### config.mk
export PLATFORM = sky130hd
export DESIGN_NAME = psychic5_video_out_flat
export DESIGN_NICKNAME = d
export VERILOG_FILES = /design/src/rtl/psychic5_video_pkg.sv /design/src/rtl/psychic5_video_out_if.sv /design/src/rtl/psychic5_frame_crc.sv /design/src/rtl/psychic5_video_out.sv /design/src/flat_wrapper.sv
export SDC_FILE = /design/constraint.sdc
export NUM_CORES = 1
export LEC_CHECK = 0
export CAP_MARGIN = 20
export CORE_UTILIZATION = 50
export CTS_CLUSTER_DIAMETER = 60
export CTS_CLUSTER_SIZE = 10
export DETAILED_ROUTE_END_ITERATION = 8
export MAX_ROUTING_LAYER = met4
export PLACE_DENSITY = 0.8
export SETUP_SLACK_MARGIN = 0.5
export SKIP_LAST_GASP = 1
export SYNTH_ARGS = -nofsm -noshare
export SYNTH_HDL_FRONTEND = slang
export SYNTH_HIERARCHICAL = 1
export SYNTH_SLANG_ARGS = --single-unit
### constraint.sdc
create_clock -name clk -period 3.7 [get_ports clk]
set_clock_uncertainty 0.2 [all_clocks]
set_input_delay 0.74 -clock clk [delete_from_list [all_inputs] [get_ports clk]]
set_output_delay 0.74 -clock clk [all_outputs]
set_load 0.02 [all_outputs]
### src/rtl/psychic5_video_pkg.sv
`default_nettype none
// ---------------------------------------------------------------------------
// psychic5_video_pkg : shared timing defaults, CRC constants and CRC helper
// Revision: 1.0
// ---------------------------------------------------------------------------
package psychic5_video_pkg;

  localparam logic [8:0] H_ACT_START_DEF = 9'd136;
  localparam logic [8:0] H_ACT_END_DEF   = 9'd392;
  localparam logic [8:0] HS_START_DEF    = 9'd424;
  localparam logic [8:0] HS_END_DEF      = 9'd456;
  localparam logic [8:0] V_ACT_START_DEF = 9'd272;
  localparam logic [8:0] V_ACT_END_DEF   = 9'd496;
  localparam logic [8:0] VS_START_DEF    = 9'd504;
  localparam logic [8:0] VS_END_DEF      = 9'd507;

  localparam logic [15:0] CRC16_POLY = 16'h1021;
  localparam logic [15:0] CRC16_INIT = 16'hFFFF;

  typedef enum logic [0:0] {
    FRAME_IDLE   = 1'b0,
    FRAME_ACTIVE = 1'b1
  } frame_state_t;

  // CRC-16-CCITT, 12 data bits folded MSB first, no reflection.
  function automatic logic [15:0] crc16_step12(input logic [15:0] crc,
                                               input logic [11:0] data);
    logic [15:0] c;
    logic        fb;
    c = crc;
    for (int i = 11; i >= 0; i--) begin
      fb = c[15] ^ data[i];
      c  = {c[14:0], 1'b0} ^ (fb ? CRC16_POLY : 16'h0000);
    end
    return c;
  endfunction

endpackage
`default_nettype wire

### src/rtl/psychic5_video_out_if.sv
`default_nettype none
// ---------------------------------------------------------------------------
// psychic5_video_out_if : video-in / re-timed video-out bundle
// Revision: 1.0
// ---------------------------------------------------------------------------
interface psychic5_video_out_if;
  logic        pix_ce_n;
  logic [8:0]  hcounter;
  logic [8:0]  vcounter;
  logic [11:0] video_rgb;
  logic [3:0]  video_r;
  logic [3:0]  video_g;
  logic [3:0]  video_b;
  logic        hblank;
  logic        vblank;
  logic        hsync;
  logic        vsync;
  logic        de;
  logic [15:0] frame_crc;
  logic        frame_done;
  logic [15:0] frame_count;

  modport master (
    output pix_ce_n, hcounter, vcounter, video_rgb,
    input  video_r, video_g, video_b, hblank, vblank, hsync, vsync, de,
           frame_crc, frame_done, frame_count
  );

  modport slave (
    input  pix_ce_n, hcounter, vcounter, video_rgb,
    output video_r, video_g, video_b, hblank, vblank, hsync, vsync, de,
           frame_crc, frame_done, frame_count
  );
endinterface
`default_nettype wire

### src/rtl/psychic5_frame_crc.sv
`default_nettype none
// ---------------------------------------------------------------------------
// psychic5_frame_crc : per-frame CRC of active pixels, frame FSM and counters
// Revision: 1.0
// ---------------------------------------------------------------------------
module psychic5_frame_crc
  import psychic5_video_pkg::*;
#(
  parameter logic [8:0] H_ACT_START = H_ACT_START_DEF,
  parameter logic [8:0] V_ACT_START = V_ACT_START_DEF,
  parameter logic [8:0] V_ACT_END   = V_ACT_END_DEF
) (
  input  logic        clk,
  input  logic        rst,
  input  logic        tick,
  input  logic [8:0]  hcounter,
  input  logic [8:0]  vcounter,
  input  logic [11:0] rgb,
  input  logic        pix_active,
  output logic [15:0] frame_crc,
  output logic        frame_done,
  output logic [15:0] frame_count
);

  frame_state_t state;
  frame_state_t state_nxt;
  logic         frame_start;
  logic         frame_end;
  logic [15:0]  acc;

  assign frame_start = tick && (vcounter == V_ACT_START) && (hcounter == H_ACT_START);

  always_ff @(posedge clk) begin
    if (rst) state <= FRAME_IDLE;
    else     state <= state_nxt;
  end

  always_comb begin
    state_nxt = state;
    frame_end = 1'b0;
    if (frame_start) begin
      state_nxt = FRAME_ACTIVE;
    end else if (state == FRAME_ACTIVE && tick &&
                 vcounter == V_ACT_END && hcounter == H_ACT_START) begin
      state_nxt = FRAME_IDLE;
      frame_end = 1'b1;
    end
  end

  // A frame start always reloads, which also covers a restart while ACTIVE.
  always_ff @(posedge clk) begin
    if (rst) begin
      acc         <= CRC16_INIT;
      frame_crc   <= 16'h0000;
      frame_done  <= 1'b0;
      frame_count <= 16'h0000;
    end else begin
      frame_done <= frame_end;
      if (frame_start)
        acc <= crc16_step12(CRC16_INIT, rgb);
      else if (state == FRAME_ACTIVE && tick && pix_active)
        acc <= crc16_step12(acc, rgb);
      if (frame_end) begin
        frame_crc   <= acc;
        frame_count <= frame_count + 16'd1;
      end
    end
  end

endmodule
`default_nettype wire

### src/rtl/psychic5_video_out.sv
`default_nettype none
// ---------------------------------------------------------------------------
// psychic5_video_out : re-times Psychic5 video, decodes blank/sync, frame CRC
// Revision: 1.0
// ---------------------------------------------------------------------------
module psychic5_video_out
  import psychic5_video_pkg::*;
#(
  parameter logic [8:0] H_ACT_START = H_ACT_START_DEF,
  parameter logic [8:0] H_ACT_END   = H_ACT_END_DEF,
  parameter logic [8:0] HS_START    = HS_START_DEF,
  parameter logic [8:0] HS_END      = HS_END_DEF,
  parameter logic [8:0] V_ACT_START = V_ACT_START_DEF,
  parameter logic [8:0] V_ACT_END   = V_ACT_END_DEF,
  parameter logic [8:0] VS_START    = VS_START_DEF,
  parameter logic [8:0] VS_END      = VS_END_DEF
) (
  input  logic               clk,
  input  logic               rst,
  psychic5_video_out_if.slave vid
);

  logic        tick;
  logic        hact;
  logic        vact;
  logic        hs;
  logic        vs;
  logic [11:0] rgb_q;
  logic        hblank_q;
  logic        vblank_q;
  logic        hsync_q;
  logic        vsync_q;
  logic [15:0] crc;
  logic        done;
  logic [15:0] count;

  assign tick = ~vid.pix_ce_n;
  assign hact = (vid.hcounter >= H_ACT_START) && (vid.hcounter < H_ACT_END);
  assign vact = (vid.vcounter >= V_ACT_START) && (vid.vcounter < V_ACT_END);
  assign hs   = (vid.hcounter >= HS_START)    && (vid.hcounter < HS_END);
  assign vs   = (vid.vcounter >= VS_START)    && (vid.vcounter < VS_END);

  always_ff @(posedge clk) begin
    if (rst) begin
      rgb_q    <= 12'h000;
      hblank_q <= 1'b1;
      vblank_q <= 1'b1;
      hsync_q  <= 1'b0;
      vsync_q  <= 1'b0;
    end else if (tick) begin
      rgb_q    <= (hact && vact) ? vid.video_rgb : 12'h000;
      hblank_q <= ~hact;
      vblank_q <= ~vact;
      hsync_q  <= hs;
      vsync_q  <= vs;
    end
  end

  assign vid.video_r     = rgb_q[11:8];
  assign vid.video_g     = rgb_q[7:4];
  assign vid.video_b     = rgb_q[3:0];
  assign vid.hblank      = hblank_q;
  assign vid.vblank      = vblank_q;
  assign vid.hsync       = hsync_q;
  assign vid.vsync       = vsync_q;
  assign vid.de          = ~(hblank_q | vblank_q);
  assign vid.frame_crc   = crc;
  assign vid.frame_done  = done;
  assign vid.frame_count = count;

  psychic5_frame_crc #(
    .H_ACT_START (H_ACT_START),
    .V_ACT_START (V_ACT_START),
    .V_ACT_END   (V_ACT_END)
  ) u_frame_crc (
    .clk         (clk),
    .rst         (rst),
    .tick        (tick),
    .hcounter    (vid.hcounter),
    .vcounter    (vid.vcounter),
    .rgb         (vid.video_rgb),
    .pix_active  (hact && vact),
    .frame_crc   (crc),
    .frame_done  (done),
    .frame_count (count)
  );

endmodule
`default_nettype wire

### src/flat_wrapper.sv
// flat-port wrapper written by rule: the top's interface ports become plain ports
module psychic5_video_out_flat import psychic5_video_pkg::*;
#(
  parameter logic [8:0] H_ACT_START = H_ACT_START_DEF,
  parameter logic [8:0] H_ACT_END   = H_ACT_END_DEF,
  parameter logic [8:0] HS_START    = HS_START_DEF,
  parameter logic [8:0] HS_END      = HS_END_DEF,
  parameter logic [8:0] V_ACT_START = V_ACT_START_DEF,
  parameter logic [8:0] V_ACT_END   = V_ACT_END_DEF,
  parameter logic [8:0] VS_START    = VS_START_DEF,
  parameter logic [8:0] VS_END      = VS_END_DEF
)
  (clk, rst, vid_pix_ce_n, vid_hcounter, vid_vcounter, vid_video_rgb, vid_video_r, vid_video_g, vid_video_b, vid_hblank, vid_vblank, vid_hsync, vid_vsync, vid_de, vid_frame_crc, vid_frame_done, vid_frame_count);
  psychic5_video_out_if vid_i ();
  input  logic clk;
  input  logic rst;
  input wire logic [$bits(vid_i.pix_ce_n)-1:0] vid_pix_ce_n;
  input wire logic [$bits(vid_i.hcounter)-1:0] vid_hcounter;
  input wire logic [$bits(vid_i.vcounter)-1:0] vid_vcounter;
  input wire logic [$bits(vid_i.video_rgb)-1:0] vid_video_rgb;
  output wire logic [$bits(vid_i.video_r)-1:0] vid_video_r;
  output wire logic [$bits(vid_i.video_g)-1:0] vid_video_g;
  output wire logic [$bits(vid_i.video_b)-1:0] vid_video_b;
  output wire logic [$bits(vid_i.hblank)-1:0] vid_hblank;
  output wire logic [$bits(vid_i.vblank)-1:0] vid_vblank;
  output wire logic [$bits(vid_i.hsync)-1:0] vid_hsync;
  output wire logic [$bits(vid_i.vsync)-1:0] vid_vsync;
  output wire logic [$bits(vid_i.de)-1:0] vid_de;
  output wire logic [$bits(vid_i.frame_crc)-1:0] vid_frame_crc;
  output wire logic [$bits(vid_i.frame_done)-1:0] vid_frame_done;
  output wire logic [$bits(vid_i.frame_count)-1:0] vid_frame_count;
  assign vid_i.pix_ce_n = vid_pix_ce_n;
  assign vid_i.hcounter = vid_hcounter;
  assign vid_i.vcounter = vid_vcounter;
  assign vid_i.video_rgb = vid_video_rgb;
  assign vid_video_r = vid_i.video_r;
  assign vid_video_g = vid_i.video_g;
  assign vid_video_b = vid_i.video_b;
  assign vid_hblank = vid_i.hblank;
  assign vid_vblank = vid_i.vblank;
  assign vid_hsync = vid_i.hsync;
  assign vid_vsync = vid_i.vsync;
  assign vid_de = vid_i.de;
  assign vid_frame_crc = vid_i.frame_crc;
  assign vid_frame_done = vid_i.frame_done;
  assign vid_frame_count = vid_i.frame_count;
  psychic5_video_out #(.H_ACT_START(H_ACT_START), .H_ACT_END(H_ACT_END), .HS_START(HS_START), .HS_END(HS_END), .V_ACT_START(V_ACT_START), .V_ACT_END(V_ACT_END), .VS_START(VS_START), .VS_END(VS_END)) u_core (.clk(clk), .rst(rst), .vid(vid_i));
endmodule
==> flow_summary.json, run 1 <==
{
  "outcome": "finished, final reports clean",
  "synth.cell_area_mm2": 0.00346,
  "stdcell_count": 554,
  "timing.slew.headroom_pct": 57.1,
  "synth_adder_area_share_pct": 0.362,
  "min_path_type": "flop to flop",
  "gp_congestion": 0.891,
  "worstPathCellList": "clkdlybuf4s50_1 > o41ai_2 > xnor2_1 > nand3_2 > inv_1 > nand3_1 > and3_1 > a211o_1",
  "slowest_stage": "clkdlybuf4s50_1",
  "cpLargestDelayFamily": "simple AND/OR/NAND/NOR gates",
  "postRouteAntennaNets": 0,
  "yosysTopAreaCellShare_pct": 38.2,
  "hpwlAfterDp_um": 6180,
  "fmax_mhz": 337,
  "antenna_found_initial": 0,
  "antenna_cells": 0,
  "synth_edf_count": 0,
  "cp_max_fo": 11,
  "drive_gt1_share_pct": 6.92,
  "finalSetupViolCount": 0,
  "synth_cell_types": 55,
  "ios": 83,
  "die_h_um": 85.2,
  "initialDrtViolationCount": 177,
  "coreArea_mm2": 0.00649,
  "syn_avg_cell_area_um2": 8.69,
  "critPathBufInv": 2,
  "peakVddDrop_uv": 230,
  "htree_levels": 3,
  "ys_ff_latch": 66,
  "slew_viol_final": 0,
  "cts_resized": 0,
  "synthTopCellsByArea": "dfxtp_1 (38%), xnor2_1 (9.9%), nand2_1 (6.6%)",
  "grt_pass1_wl_um": 13900,
  "cts_setup_buffers": 0,
  "slowest_delay_ns": 0.47,
  "tritoncts": "done",
  "start_util_pct": 53.2,
  "cap_violations": 0,
  "synth-compound-area-share_pct": 16.2,
  "ys_warn_count": 6,
  "path_clk_slew_ns": 0.07,
  "synthSimpleGateAreaFrac_pct": 20.3,
  "synthesis.instances": 398,
  "cts_root_buffer": "clkbuf_8",
  "cp-end-kind": "flop",
  "grt_usage_pct": 25.1,
  "fin_crit_sh_pct": 80.3,
  "wl_per_cell_um": 15.6,
  "syn-num-nets": 432,
  "drt-vias-per-instance": 5.76,
  "yosysSeqAreaShare_pct": 38.2,
  "final_cell_mix": "clkdlybuf4s50_1 (81), dfxtp_1 (66), nand2_1 (61), xnor2_1 (39), a21oi_1 (36)",
  "cts_buffer_depth": 2,
  "crit_type": "input port to flop",
  "wirelength_um": 8640,
  "async_flop_share_pct": 0,
  "tightest_slew_ns": 0.643,
  "netlist.top_cell.by_area": "dfxtp_1",
  "hold_buffers": 0,
  "clk_latency_ns": 0.34,
  "synth_top_family_by_area": "simple AND/OR/NAND/NOR gates",
  "setup_tns_ns": 0,
  "overflow": 0,
  "required_ns": 3.73,
  "rows": 29,
  "port-buffer-count": 82,
  "worst-r2r-setup-slack_ns": 1.55,
  "dieArea_mm2": 0.00725,
  "total_leakage_power_nw": 1.53,
  "muxShareOfSynthArea_pct": 1.74,
  "final_common_cell": "clkdlybuf4s50_1",
  "clock-sinks": 66,
  "grt_max_degree": 27,
  "dp_cells": 538,
  "final_util_pct": 69.1,
  "hold_viol_final": 0,
  "nNetsFinal": 506,
  "die_w_um": 85.2,
  "finalCriticalPeriod_ns": 2.97,
  "route.detailed.drc": 0,
  "synth_ff_type": "dfxtp_1",
  "cp-start-kind": "input port",
  "via_count": 3190,
  "synth_xor_area_share_pct": 17.9,
  "dr.pass1.iters": 8,
  "rsz0062_at_grt": "false",
  "critPathArrivalTime_ns": 3.00,
  "cts_buffers": 9,
  "power.density_mw_per_mm2": 361,
  "grt_pass1_vias": 3009,
  "area.growth.synth_to_final_pct": 29.8
}
## layer usage
metal  track usage, %  vias to the layer above  wire length, um
met5                -                        -                0
met4             9.55                        0              161
met3             5.64                       15              420
met2             43.5                       97             4390
met1             28.0                     1527             3670
li1                 -                     1551                -
## worst reg2reg max path, stage by stage, from the launching register on
cell and delay (ns):
dfxtp_1 0.36, xnor2_1 0.47, xnor3_1 0.49, xnor2_1 0.16, nor4_1 0.23, a221oi_1 0.10
## area by class of cell
type,count,area [um^2]
Fill cell,545,2000
Timing Repair Buffer,90,876
Inverter,7,26.3
Clock inverter,6,90.1
Multi-Input combinational cell,298,1950
Sequential cell,66,1320
Tap cell,77,96.3
Clock buffer,10,128
## cell usage after synthesis, types with 3 or more instances
| library cell | count |
|---|---|
| a21oi_1 | 36 |
| a221oi_1 | 3 |
| and2_1 | 4 |
| and4_1 | 3 |
| buf_2 | 5 |
| buf_6 | 5 |
| clkbuf_1 | 13 |
| dfxtp_1 | 66 |
| inv_1 | 7 |
| mux2i_1 | 6 |
| nand2_1 | 61 |
| nand3_1 | 18 |
| nand4_1 | 6 |
| nor2_1 | 20 |
| nor3_1 | 6 |
| nor4_1 | 6 |
| nor4b_1 | 4 |
| o21a_1 | 3 |
| o21ai_0 | 15 |
| o22ai_1 | 12 |
| o311ai_0 | 4 |
| o31ai_1 | 3 |
| or3_1 | 8 |
| xnor2_1 | 39 |
| xnor3_1 | 3 |
| xor2_1 | 10 |
## sequential cells by signal, summed over array words and instances (netlist names)
name                            count
u_core/u_frame_crc/acc             16
u_core/u_frame_crc/frame_count     16
u_core/u_frame_crc/frame_crc       16
u_core/rgb_q                       12
u_core/u_frame_crc/frame_done       1
u_core/u_frame_crc/state            1
u_core/vid.hblank                   1
u_core/vid.hsync                    1
u_core/vid.vblank                   1
u_core/vid.vsync                    1
## worst paths after layout
check,start,endpoint,cells past startpoint
max,vid_hcounter[4],u_core/u_frame_crc/acc[11]$_SDFFE_PP1P_,8
min,u_core/u_frame_crc/frame_crc[7]$_SDFFE_PP0P_,u_core/u_frame_crc/frame_crc[7]$_SDFFE_PP0P_,2
max reg2reg,u_core/u_frame_crc/acc[14]$_SDFFE_PP1P_,u_core/u_frame_crc/acc[14]$_SDFFE_PP1P_,5
min reg2reg,u_core/u_frame_crc/frame_crc[7]$_SDFFE_PP0P_,u_core/u_frame_crc/frame_crc[7]$_SDFFE_PP0P_,2
## report_power, final
part	switching, mW	internal [mW]	total (mW)
sequential	0.00306	0.715	0.718
clock	0.285	0.382	0.667
combinational	0.120	0.114	0.234
## kinds of logic (layout without fill, tap and decap cells)
| kind of cell | Yosys count | after routing |
|---|---|---|
| AND/OR/NAND/NOR | 144 | 144 |
| adder cells (fa/ha/maj) | 1 | 1 |
| XOR/XNOR | 58 | 58 |
| AO/OA/AOI/OAI | 89 | 89 |
| multiplexers | 6 | 6 |
| buffers and inverters | 34 | 113 |
| flip-flops | 66 | 66 |
## stage by stage
step | setup WS, ns | total power [mW] | hold slack (ns) | cell area [um^2]
floorplan | 0.744 | 0.884 | 0.253 | 3460
detailed placement | 0.397 | 0.966 | 0.254 | 4270
CTS | 0.745 | 1.63 | 0.264 | 4490
finish | 0.729 | 1.62 | 0.262 | 4490
global route | 0.597 | 1.68 | 0.277 | 4490
global placement | 0.478 | 0.962 | 0.247 | 4270
(Power assumes the default switching activity.)
==> run 2: changes to the inputs <==
==> constraint.sdc (replaced) <==
create_clock -name clk -period 3 [get_ports clk]
set_clock_uncertainty 0.2 [all_clocks]
set_input_delay 0.6 -clock clk [delete_from_list [all_inputs] [get_ports clk]]
set_output_delay 0.6 -clock clk [all_outputs]
set_load 0.02 [all_outputs]
==> flow_summary.json, run 2 (synthesized netlist as in run 1, its figures left out) <==
{
  "final_common_cell": "clkdlybuf4s50_1",
  "overflow": 0,
  "cts_root_buffer": "clkbuf_8",
  "cp_max_fo": 6,
  "grt_usage_pct": 27.0,
  "peakVddDrop_uv": 325,
  "dieArea_mm2": 0.00725,
  "rsz0062_at_grt": "true",
  "nNetsFinal": 526,
  "hold_viol_final": 0,
  "fmax_mhz": 408,
  "initialDrtViolationCount": 150,
  "die_h_um": 85.2,
  "antenna_cells": 0,
  "clk_latency_ns": 0.36,
  "route.detailed.drc": 0,
  "power.density_mw_per_mm2": 433,
  "antenna_found_initial": 0,
  "postRouteAntennaNets": 0,
  "outcome": "finished, final reports clean",
  "cp-end-kind": "flop",
  "fin_crit_sh_pct": 81.7,
  "top_regs": "u_core/u_frame_crc/acc x16, u_core/u_frame_crc/frame_count x16, u_core/u_frame_crc/frame_crc x16",
  "grt_pass1_vias": 3250,
  "finalSetupViolCount": 0,
  "port-buffer-count": 82,
  "wirelength_um": 9020,
  "r2r.worst_path.cells": 5,
  "start_util_pct": 53.2,
  "min_path_type": "flop to flop",
  "clock-sinks": 66,
  "crit_type": "input port to flop",
  "dr.pass1.iters": 4,
  "coreArea_mm2": 0.00649,
  "finalCriticalPeriod_ns": 2.45,
  "total_leakage_power_nw": 1.67,
  "setup_tns_ns": 0,
  "final_cell_mix": "clkdlybuf4s50_1 (75), dfxtp_1 (66), nand2_1 (61), xnor2_1 (39), a21oi_1 (36)",
  "htree_levels": 3,
  "tightest_slew_ns": 0.555,
  "totalPowerFinal_mw": 2.03,
  "slew_viol_final": 0,
  "timing.slew.headroom_pct": 63.0,
  "wl_per_cell_um": 15.7,
  "path_clk_slew_ns": 0.07,
  "critPathArrivalTime_ns": 2.49,
  "tritoncts": "done",
  "cts_buffers": 9,
  "die_w_um": 85.2,
  "gp_congestion": 0.859,
  "rows": 29,
  "ios": 83,
  "required_ns": 3.04,
  "hpwlAfterDp_um": 6440,
  "cap_violations": 0,
  "grt_max_degree": 29,
  "grt_pass1_wl_um": 14800,
  "via_count": 3296,
  "cp-start-kind": "input port",
  "drive_gt1_share_pct": 11.5,
  "hold_depth": 2,
  "area.growth.synth_to_final_pct": 35.6,
  "drt-vias-per-instance": 5.74,
  "cts_buffer_depth": 2
}
## run 2: cell count changes in the layout (fill, tap and decap cells not counted), moves of 2 or more
| cell | delta |
|---|---|
| clkdlybuf4s50_1 | -6 |
| dlygate4sd2_1 | +2 |
| buf_4 | +18 |
| dlymetal6s2s_1 | +4 |
| buf_12 | +2 |
## run 2: layout make-up
class / instances / area (um^2)
Clock inverter: 6 / 88.8
Sequential cell: 66 / 1320
Multi-Input combinational cell: 298 / 1970
Clock buffer: 10 / 128
Fill cell: 524 / 1810
Timing Repair Buffer: 110 / 1060
Inverter: 7 / 28.8
Tap cell: 77 / 96.3
## run 2: repair_timing
action | CTS | global route
endpoints found under the setup margin | 7 | 29
hold buffers | 0 | 0
pin swaps | 3 | 5
cloned | 0 | 0
resized for setup | 3 | 8
setup buffers | 1 | 5
## run 2: worst paths after layout
check	from	endpoint	slack, ns
worst max-delay path	vid_video_rgb[6]	u_core/u_frame_crc/acc[11]$_SDFFE_PP1P_	0.55
worst min-delay path	u_core/u_frame_crc/frame_crc[6]$_SDFFE_PP0P_	u_core/u_frame_crc/frame_crc[6]$_SDFFE_PP0P_	0.26
worst min register to register	u_core/u_frame_crc/frame_crc[6]$_SDFFE_PP0P_	u_core/u_frame_crc/frame_crc[6]$_SDFFE_PP0P_	0.26
worst max register to register	u_core/u_frame_crc/acc[14]$_SDFFE_PP1P_	u_core/u_frame_crc/acc[14]$_SDFFE_PP1P_	0.94
## run 2: routing by layer
| layer | up-vias | wire length (um) | GRT usage [%] |
|---|---|---|---|
| met5 | - | 0 | - |
| met4 | 0 | 217 | 12.6 |
| met3 | 21 | 447 | 4.86 |
| met2 | 113 | 4560 | 45.7 |
| met1 | 1570 | 3790 | 30.9 |
| li1 | 1592 | - | - |
## run 2: worst max-delay path, stage by stage
cell	delay, ns
clkdlybuf4s50_1	0.56
xnor2_4	0.33
buf_4	0.17
xnor3_1	0.34
nand2_1	0.09
o211ai_1	0.08
a211o_1	0.31
## run 2: report_power, final
group	switching [mW]	internal (mW)
Combinational	0.155	0.160
Sequential	0.00381	0.882
Clock	0.359	0.469
Total	0.518	1.51
## run 2: stage by stage
stage	util [%]	std cells	setup slack, ns	area [um^2]	hold slack (ns)
global route	72.2	574	0.478	4690	0.289
detailed placement	67.8	552	0.0427	4410	0.251
global placement	67.8	552	0.144	4410	0.248
finish	72.2	574	0.550	4690	0.257
floorplan	-	398	0.520	3490	0.253
CTS	71.2	569	0.504	4630	0.262
==> run 3: changes to the inputs <==
==> constraint.sdc (replaced) <==
create_clock -name clk -period 2.35 [get_ports clk]
set_clock_uncertainty 0.2 [all_clocks]
set_input_delay 0.47 -clock clk [delete_from_list [all_inputs] [get_ports clk]]
set_output_delay 0.47 -clock clk [all_outputs]
set_load 0.02 [all_outputs]
==> flow_summary.json, run 3 (synthesized netlist as in run 1, its figures left out) <==
{
  "required_ns": 2.37,
  "worstPathCellList": "buf_8 > o41ai_4 > xnor2_2 > nand3_2 > inv_2 > and3_4 > buf_12 > buf_16 > mux2i_1 > o21ai_1",
  "tritoncts": "done",
  "grt_pass1_wl_um": 18200,
  "cpLargestDelayFamily": "compound AO/OA/AOI/OAI gates",
  "via_count": 3986,
  "cts_buffers": 9,
  "die_h_um": 85.2,
  "overflow": 0,
  "postRouteAntennaNets": 0,
  "drive_gt1_share_pct": 32.3,
  "critPathBufInv": 4,
  "cp-end-kind": "flop",
  "min_path_type": "flop to flop",
  "area.growth.synth_to_final_pct": 59.4,
  "cp_max_fo": 5,
  "slowest_delay_ns": 0.38,
  "power.density_mw_per_mm2": 538,
  "slowest_stage": "o41ai_4",
  "cts_buffer_depth": 2,
  "final_common_cell": "buf_4",
  "top_regs": "u_core/u_frame_crc/acc x16, u_core/u_frame_crc/frame_count x16, u_core/u_frame_crc/frame_crc x16",
  "finalSetupViolCount": 0,
  "grt_max_degree": 24,
  "rsz0062_at_grt": "true",
  "fmax_mhz": 466,
  "die_w_um": 85.2,
  "rows": 29,
  "clk_latency_ns": 0.35,
  "initialDrtViolationCount": 409,
  "peakVddDrop_uv": 364,
  "route.detailed.drc": 0,
  "cp-start-kind": "input port",
  "finalCriticalPeriod_ns": 2.15,
  "wirelength_um": 13500,
  "final_util_pct": 84.9,
  "htree_levels": 3,
  "dp_cells": 593,
  "critPathArrivalTime_ns": 2.17,
  "drt-vias-per-instance": 6.35,
  "dieArea_mm2": 0.00725,
  "start_util_pct": 53.2,
  "hold_viol_final": 0,
  "cts_root_buffer": "clkbuf_8",
  "stdcell_count": 628,
  "coreArea_mm2": 0.00649,
  "slew_viol_final": 0,
  "port-buffer-count": 82,
  "outcome": "finished, final reports clean",
  "cap_violations": 0,
  "design_area_mm2": 0.00551,
  "wl_per_cell_um": 21.5,
  "clock-sinks": 66,
  "fillCellCount": 352,
  "hold_buffers": 0,
  "gp_congestion": 0.870,
  "dpl-instance-area_mm2": 0.00476,
  "ios": 83,
  "grt_pass1_vias": 3793,
  "antenna_found_initial": 0,
  "hpwlAfterDp_um": 7070,
  "crit_type": "input port to flop",
  "timing.slew.headroom_pct": 64.8,
  "antenna_cells": 0,
  "fin_crit_sh_pct": 91.3,
  "total_leakage_power_nw": 2.35,
  "grt_usage_pct": 33.3,
  "final_cell_mix": "buf_4 (68), dfxtp_1 (64), nand2_1 (59), dlygate4sd2_1 (56), a21oi_1 (32)",
  "nNetsFinal": 580,
  "dr.pass1.iters": 7,
  "tightest_slew_ns": 0.528,
  "path_clk_slew_ns": 0.07
}
[run 3: cell count changes in the layout (fill, tap and decap cells not counted), moves of 5 or more]
| cell | before | now |
|---|---|---|
| buf_4 | 26 | 68 |
| o21ai_0 | 15 | 8 |
| o21ai_1 | 1 | 6 |
| buf_6 | 0 | 8 |
| dlygate4sd2_1 | 2 | 56 |
| buf_2 | 1 | 9 |
| xnor2_2 | 1 | 11 |
| clkdlybuf4s50_1 | 75 | 4 |
| xnor2_1 | 39 | 28 |
[run 3: final timing paths]
check	start	endpoint	slack, ns	cells past startpoint
setup / recovery	vid_hcounter[4]	u_core/u_frame_crc/acc[8]$_SDFFE_PP1P_	0.20	10
setup reg to reg	u_core/u_frame_crc/acc[11]$_SDFFE_PP1P_	u_core/u_frame_crc/acc[8]$_SDFFE_PP1P_	0.25	6
hold reg to reg	u_core/u_frame_crc/frame_crc[1]$_SDFFE_PP0P_	u_core/u_frame_crc/frame_crc[1]$_SDFFE_PP0P_	0.26	2
hold / removal	u_core/u_frame_crc/frame_crc[1]$_SDFFE_PP0P_	u_core/u_frame_crc/frame_crc[1]$_SDFFE_PP0P_	0.26	2
[run 3: final cells by class]
cell class / count / area [um^2] / area share (%)
clock inverters: 6 / 138 / 2.50
flip-flops and latches: 66 / 1320 / 24.0
multi-input cells: 298 / 2310 / 41.9
repair buffers: 164 / 1480 / 26.9
well taps: 77 / 96.3 / 1.75
inverters: 7 / 33.8 / 0.613
clock buffers: 10 / 128 / 2.32
[run 3: timing repair]
item | 4_1_cts | 5_1_grt
gates cloned | 4 | 0
gates resized for setup | 153 | 57
pin swaps | 18 | 22
setup endpoints to repair | 112 | 46
setup buffers | 9 | 6
hold endpoints to repair | 0 | 0
[run 3: worst reg2reg max path, stage by stage, from the launching register on]
cell and delay [ns]:
dfxtp_1 0.37, xnor2_2 0.32, xnor3_2 0.46, buf_4 0.17
xor2_1 0.18, mux2i_1 0.12, o21ai_1 0.20
[run 3: where the power goes]
part           switching, mW  internal (mW)  total (mW)
registers            0.00475           1.13        1.13
logic                  0.279          0.262       0.541
clock network          0.475          0.818        1.29
total                  0.758           2.21        2.96
[run 3: through the flow]
stage / setup TNS (ns) / total power [mW] / setup WS [ns] / hold slack, ns
final: 0 / 2.96 / 0.205 / 0.262
after global placement: -12.15 / 1.60 / -0.377 / 0.248
after CTS: 0 / 2.89 / 0.257 / 0.254
after floorplan: 0 / 1.40 / 0.0312 / 0.253
after global routing: 0 / 3.04 / 0.170 / 0.280
after detailed placement: -13.16 / 1.61 / -0.406 / 0.247
[run 3: layer usage]
layer | wire length [um] | track usage (%) | vias up
met2 | 6630 | 56.9 | 304
met1 | 4770 | 36.1 | 1868
met5 | 0 | - | -
met3 | 1130 | 6.91 | 111
li1 | - | - | 1703
met4 | 945 | 18.6 | 0
